## src/rtl/chip8_draw_sequencer.sv

```systemverilog
// chip8_draw_sequencer: DXYN sprite row fetch/draw sequencer with collision accumulation.
// Define DRAW_CLIP_EN to stop the sequence at the first row that falls below the screen.
module chip8_draw_sequencer (
  input  logic        clk,
  input  logic        reset,
  input  logic        start,
  input  logic [7:0]  vx,
  input  logic [7:0]  vy,
  input  logic [3:0]  n,
  input  logic [11:0] i_addr,
  output logic [11:0] mem_addr,
  output logic        mem_read,
  input  logic [7:0]  mem_data,
  output logic        draw,
  output logic [5:0]  draw_x,
  output logic [4:0]  draw_y,
  output logic [3:0]  draw_row_index,
  output logic [7:0]  sprite_data,
  input  logic        collision,
  output logic        busy,
  output logic        done,
  output logic        vf_out
);
  typedef enum logic [2:0] {IDLE, FETCH, WAIT, DRAW, FINISH} state_t;
  state_t state;
  logic [3:0] n_q, row, row_nx;
  logic [11:0] base;
  logic acc, clip, unused_hi;
  assign row_nx = row + 4'd1;
  assign unused_hi = ^{vx[7:6], vy[7:5]};
`ifdef DRAW_CLIP_EN
  assign clip = ({1'b0, draw_y} + {2'b00, row_nx}) >= 6'd32;
`else
  assign clip = 1'b0;
`endif
  always_ff @(posedge clk or posedge reset) begin
    if (reset) begin
      state <= IDLE;
      {n_q, row, base, acc} <= '0;
      {mem_addr, mem_read, draw, draw_x, draw_y, draw_row_index} <= '0;
      {sprite_data, busy, done, vf_out} <= '0;
    end else begin
      done <= 1'b0;
      draw <= 1'b0;
      mem_read <= 1'b0;
      case (state)
        IDLE: if (start) begin
          draw_x <= vx[5:0];
          draw_y <= vy[4:0];
          n_q <= n;
          base <= i_addr;
          row <= '0;
          acc <= 1'b0;
          vf_out <= 1'b0;
          busy <= 1'b1;
          if (n == 4'd0) begin
            state <= FINISH;
            done <= 1'b1;
          end else begin
            state <= FETCH;
            mem_read <= 1'b1;
            mem_addr <= i_addr;
          end
        end
        FETCH: state <= WAIT;
        WAIT: begin
          sprite_data <= mem_data;
          draw <= 1'b1;
          draw_row_index <= row;
          state <= DRAW;
        end
        DRAW: begin
          acc <= acc | collision;
          if (row_nx < n_q && !clip) begin
            row <= row_nx;
            mem_read <= 1'b1;
            mem_addr <= base + {8'd0, row_nx};
            state <= FETCH;
          end else begin
            done <= 1'b1;
            vf_out <= acc | collision;
            state <= FINISH;
          end
        end
        FINISH: begin
          busy <= 1'b0;
          state <= IDLE;
        end
        default: state <= IDLE;
      endcase
    end
  end
endmodule

```

## config.mk

```make
export PLATFORM = sky130hd
export DESIGN_NAME = chip8_draw_sequencer
export DESIGN_NICKNAME = d
export VERILOG_FILES = /design/src/rtl/chip8_draw_sequencer.sv
export SDC_FILE = /design/constraint.sdc
export NUM_CORES = 1
export LEC_CHECK = 0
export ABC_AREA = 0
export CAP_MARGIN = 20
export CORE_ASPECT_RATIO = 0.7
export CORE_MARGIN = 1
export CORE_UTILIZATION = 40
export CTS_CLUSTER_DIAMETER = 40
export CTS_CLUSTER_SIZE = 25
export DETAILED_ROUTE_END_ITERATION = 6
export PLACE_DENSITY = 0.71
export REMOVE_ABC_BUFFERS = 1
export SETUP_SLACK_MARGIN = 0.15
export SYNTH_ARGS = -nofsm -noshare
export SYNTH_HDL_FRONTEND = slang
export SYNTH_SLANG_ARGS = --single-unit
```

## constraint.sdc

```tcl
create_clock -name clk -period 2 [get_ports clk]
set_input_delay 0.4 -clock clk [delete_from_list [all_inputs] [get_ports clk]]
set_output_delay 0.4 -clock clk [all_outputs]
set_load 0.01 [all_outputs]
```

Word-level counts from Yosys, hierarchy flattened
Cells that the tools add are included.
{"block": "totals", "word_cells": 63, "ff_bits": 64, "output_inout_bits": 40}
{"block": "classes", "n_lt_le_gt_ge": 1, "eq_ne": 8, "n_addsub": 2, "n_reduce_logical": 10, "n_mux": 26, "bitwise_logic": 1}
{"cell": "$mux 12", "n": 3}
{"cell": "$pmux 12 s2", "n": 1}
{"cell": "$add 12x4->12", "n": 1}
{"cell": "$pmux 3 s4", "n": 1}
{"cell": "$mux 1", "n": 10}
{"cell": "$pmux 1 s2", "n": 5}
{"cell": "$mux 3", "n": 3}
{"cell": "$mux 4", "n": 2}
{"cell": "$ne 2x2->1 const B", "n": 4}
{"cell": "$pmux 4 s2", "n": 1}
{"cell": "$eq 3x2->1 const B", "n": 2}
{"cell": "$reduce_and 2->1", "n": 3}
{"cell": "$reduce_and 3->1", "n": 2}
{"cell": "$add 4x1->4 const B", "n": 1}
{"cell": "$logic_not 4->1", "n": 1}
{"cell": "$lt 4x4->1", "n": 1}
{"cell": "$reduce_and 4->1", "n": 1}
{"cell": "$reduce_bool 2->1", "n": 2}
{"cell": "$eq 3x1->1 const B", "n": 1}
{"cell": "$eq 3x3->1 const B", "n": 1}
{"cell": "$logic_not 3->1", "n": 1}
{"cell": "$or 1x1->1", "n": 1}

Depth between registers and ports, before layout
{"block": "logic_depth", "ltp_word": 4, "mapped_depth": 9, "mapped_depth_nobuf": 8}

Worst setup path before layout
No wires, ideal clock.
{"block": "synth_timing", "kind": "register to register", "start": "register row[0]", "end": "register mem_addr[8]", "period_less_slack_ns": 2.165, "arrival_ns": 2.027, "path_slack_ns": -0.165, "stages_incl_launch_ff": 8, "cell_sequence": "dfrtp_1 > ha_1 > fa_1 > a211oi_1 > nor2_1 > and3_1 > xnor2_1 > o221ai_1"}
{"block": "synth_between", "elab_chain_cells": 4}
{"item": "from (decl)", "line": "26", "rtl": "logic [3:0] n_q, row, row_nx;"}
{"item": "from (signal assigned)", "line": "75", "rtl": "row <= row_nx;"}
{"item": "$add 4x1->4 *", "line": "29", "rtl": "assign row_nx = row + 4'd1;"}
{"item": "$add 12x4->12 / $lt 4x4->1 (equally long branches)", "line": "77, 74"}
{"item": "$mux 12 / $ne 2x2->1 (equally long branches)"}
{"item": "$pmux 12 s2 / $reduce_and 4->1 (equally long branches)"}
{"item": "to (signal assigned)", "line": "62", "rtl": "mem_addr <= i_addr;"}
{"item": "to (signal assigned)", "line": "77", "rtl": "mem_addr <= base + {8'd0, row_nx};"}
{"item": "to (decl)", "line": "11", "rtl": "output logic [11:0] mem_addr,"}
Every way passes the cells marked *; elsewhere a longest branch is shown, timed or not. The select of a mux whose other input is x is not followed.
A chain may end at the register's enable or synchronous reset.

Final worst setup path
{"block": "layout_timing", "start": "register row[1]", "end": "register mem_addr[4]"}
Same word-level chain as after synthesis.

==> flow_metrics.py <==
metrics = {
    "status": {
        "status": "finished with violations",
        "violations": "negative setup slack",
    },
    "logic_synthesis": {
        "synth_cells": 301,
        "synth_top_area_frac": 0.538,
        "syn_area_per_cell_sq_um": 9.88,
        "synth_seq_cells": 64,
        "synthArstFlopShare": 1.00,
        "synthTopCellsByArea": "dfrtp_1 (54%), nand2_1 (11%), ha_1 (3.4%)",
        "mappedNetlistArea_sq_mm": 0.00297,
        "seq_area_frac_synth": 0.538,
        "synth_area_leader_cell": "dfrtp_1",
        "yosys_most_used_dff": "dfrtp_1",
        "synth_edf_count": 0,
        "ys_types": 49,
        "ys_warn_count": 0,
    },
    "die": {
        "pin_count": 84,
        "coreArea_sq_mm": 0.00698,
        "fp.dieW_um": 105,
        "rows": 25,
        "die_y_um": 74.1,
        "die_area_sq_mm": 0.00779,
        "start_util": 0.426,
    },
    "setup_path": {
        "cp.arrival_ns": 2.48,
        "max_stage_delay_ns": 0.41,
        "crit_fanout": 6,
        "critPathCaptureType": "register",
        "cp-start-kind": "register",
        "required_ns": 2.28,
        "cp_cell_sequence": "buf_6, nand3_4, xnor2_2, ha_1, o211ai_1, o21a_2, a21oi_4, buf_12, buf_8, a21oi_2, a2bb2oi_1",
        "slowest_stage": "dfrtp_1",
        "crit_type": "reg2reg",
    },
    "clock_tree": {
        "cts_tree": "yes",
        "cts.clk_slew.worst_paths_ns": 0.07,
        "clk_latency_ns": 0.36,
        "root_buffer": "clkbuf_8",
        "cts_inserted_buffers": 9,
        "cts_hold_buf": 0,
        "cts_max_level": 3,
        "cts.sinks": 64,
        "cts_buffer_depth": 2,
    },
    "final_layout": {
        "num_antenna_cells": 0,
        "area_growth_pct": 56.4,
        "utilization": 0.667,
        "num-fill-cells": 548,
        "post-route-cell-area_sq_mm": 0.00465,
        "multi_input_area_sq_mm": 0.00152,
        "seq_area_sq_mm": 0.00160,
        "final_layout_size_suffix_gt1_frac": 0.258,
        "nNetsFinal": 476,
    },
    "timing": {
        "max-slew-margin-rel": 0.716,
        "finalCriticalPeriod_ns": 2.19,
        "max_freq_mhz": 456,
        "finalHoldViolCount": 0,
        "timing.final.ws_setup_ns": -0.194,
        "grt_setup_unrepaired": "true",
        "skew_ns": 0.00922,
        "setup_viol": 17,
        "finalMaxSlewViolations": 0,
        "worstMarginPinSlew_ns": 0.425,
        "finalCritPeriodShare": 1.10,
    },
    "detailed_routing": {
        "totalWireLength_mm": 7.89,
        "ant_nets": 0,
        "dr_total_vias": 2626,
        "wl_per_cell_um": 15.1,
        "drt_iter0_drc": 99,
        "drc": 0,
        "routed_via_density": 5.04,
        "drt-pass1-iter-count": 4,
    },
    "placement": {
        "place.gp.congestion": 0.833,
        "io_buffers": 78,
        "hpwlAfterDp_mm": 5.09,
        "postPlaceCellArea_sq_mm": 0.00414,
        "pre_cts_ws_ns": -0.368,
    },
    "power": {
        "switching_power_w": 0.00333,
        "seqPwrFrac": 0.275,
        "power_frac_comb": 0.609,
        "leakagePower_nw": 2.11,
        "clock_power_share": 0.116,
        "power_density_mw_per_mm2": 1840,
        "finalPower_w": 0.00854,
        "internal_power_w": 0.00521,
        "switching_share": 0.390,
        "vdd_drop_max_v": 0.000773,
    },
    "grt": {
        "grt_usage": 0.214,
        "grt_pass1_wl_mm": 12.6,
        "gr-total-overflow": 0,
        "grt_max_degree": 65,
        "antenna_found_initial": 0,
        "grt_pass1_vias": 2716,
    },
    "run": {
        "maxCapViolations": 0,
    },
    "hold_path": {
        "hp-class": "in2async",
    },
}
-- power groups by stage --
stage / logic (W) / registers (W) / clock network [W]
finish: 0.00520 / 0.00235 / 0.000989
global route: 0.00563 / 0.00242 / 0.00107
CTS: 0.00461 / 0.00232 / 0.00101
detailed placement: 0.00418 / 0.00230 / 0
global placement: 0.00405 / 0.00228 / 0
floorplan: 0.00188 / 0.00247 / 0
-- worst paths after layout --
| path | slack [ns] | cells after the start | start | end |
|---|---|---|---|---|
| worst max-delay path | -0.19 | 11 | row[1]$_DFFE_PP0P_ | mem_addr[4]$_DFFE_PP0P_ |
| worst min-delay path | 0.41 | 3 | reset | mem_addr[1]$_DFFE_PP0P_ |
| worst max register to register | -0.19 | 11 | row[1]$_DFFE_PP0P_ | mem_addr[4]$_DFFE_PP0P_ |
| worst min register to register | 0.47 | 2 | draw_x[3]$_DFFE_PP0P_ | draw_x[3]$_DFFE_PP0P_ |
| max in group asynchronous | 1.28 | 3 | reset | draw_row_index[1]$_DFFE_PP0P_ |
| min in group clk | 0.47 | 2 | draw_x[3]$_DFFE_PP0P_ | draw_x[3]$_DFFE_PP0P_ |
-- critical path: cells and delay by family (launching register included) --
family | cells | cell delay [ns]
buffers and inverters | 3 | 0.40
AOI/OAI and AO/OA | 5 | 0.79
DFF | 1 | 0.41
adders and majority gates | 1 | 0.31
xor gates and xnor gates | 1 | 0.14
and+or+nand+nor | 1 | 0.07
-- through the flow --
| step | cells | setup TNS, ns | hold slack, ns |
|---|---|---|---|
| floorplan | 288 | -36.95 | 0.438 |
| detailed placement | 499 | -3.15 | 0.462 |
| global placement | 499 | -1.98 | 0.458 |
| finish | 521 | -2.04 | 0.413 |
| CTS | 518 | -1.32 | 0.445 |
| global route | 521 | -4.06 | 0.459 |
-- cells in the mapped netlist (all sizes together), types with 4 or more instances --
| cell | count |
|---|---|
| mux2i | 4 |
| nor2 | 11 |
| mux2 | 12 |
| clkbuf | 4 |
| xnor2 | 7 |
| buf | 9 |
| inv | 7 |
| o21ai | 20 |
| nor3 | 7 |
| nand3 | 8 |
| dfrtp | 64 |
| nand2 | 90 |
| a21oi | 13 |
| ha | 8 |
-- repair_timing --
item                                   CTS  global route
setup buffers                            4             1
endpoints found under the hold margin    0             0
gates resized for setup                 27            29
pin swaps                               14            18
setup endpoints to repair               21            21
gates cloned                             0             2
-- cells in the final DEF, fill, tap and decap left out, types with 5 or more instances in the layout --
cell type | synthesis | layout
inv_1 | 7 | 5
nor2_1 | 10 | 7
o21ai_0 | 12 | 9
nand3_1 | 8 | 7
nor3_1 | 7 | 5
o21ai_1 | 8 | 6
buf_4 | 0 | 36
clkdlybuf4s50_1 | 0 | 78
mux2_1 | 8 | 8
xnor2_1 | 7 | 6
nand2_1 | 90 | 84
o21ai_2 | 0 | 5
a21oi_1 | 12 | 8
dfrtp_1 | 64 | 64
clkbuf_8 | 0 | 10
-- layout make-up --
cell class,count,share of cell area
inverter,8,0.00646
timing repair buffer,124,0.261
sequential,64,0.344
tap,94,0.0253
clock buffer,10,0.0296
multi-input combinational,216,0.326
clock inverter,5,0.00726
-- kinds of logic (layout without fill, tap and decap cells) --
family / Yosys count / after routing / share of synthesized area
simple gates: 132 / 132 / 0.200
flops: 64 / 64 / 0.538
compound gates: 50 / 50 / 0.104
buf+inv: 21 / 147 / 0.0324
mux: 16 / 16 / 0.0589
fa+ha+maj: 9 / 9 / 0.0404
xor+xnor: 9 / 9 / 0.0265
-- registers in the layout, summed over array words and instances (netlist names) --
name            count
base               12
mem_addr           12
sprite_data         8
draw_x              6
draw_y              5
draw_row_index      4
n_q                 4
row                 4
state               3
acc                 1
busy                1
done                1
draw                1
mem_read            1
vf_out              1
-- metal layers --
metal | share of wire | GRT usage
met1 | 0.44 | 0.253
met2 | 0.46 | 0.346
met3 | 0.086 | 0.0947
met4 | 0.022 | 0.0955
met5 | 0 | 0
Note: power is estimated with default switching activity, not from simulation.
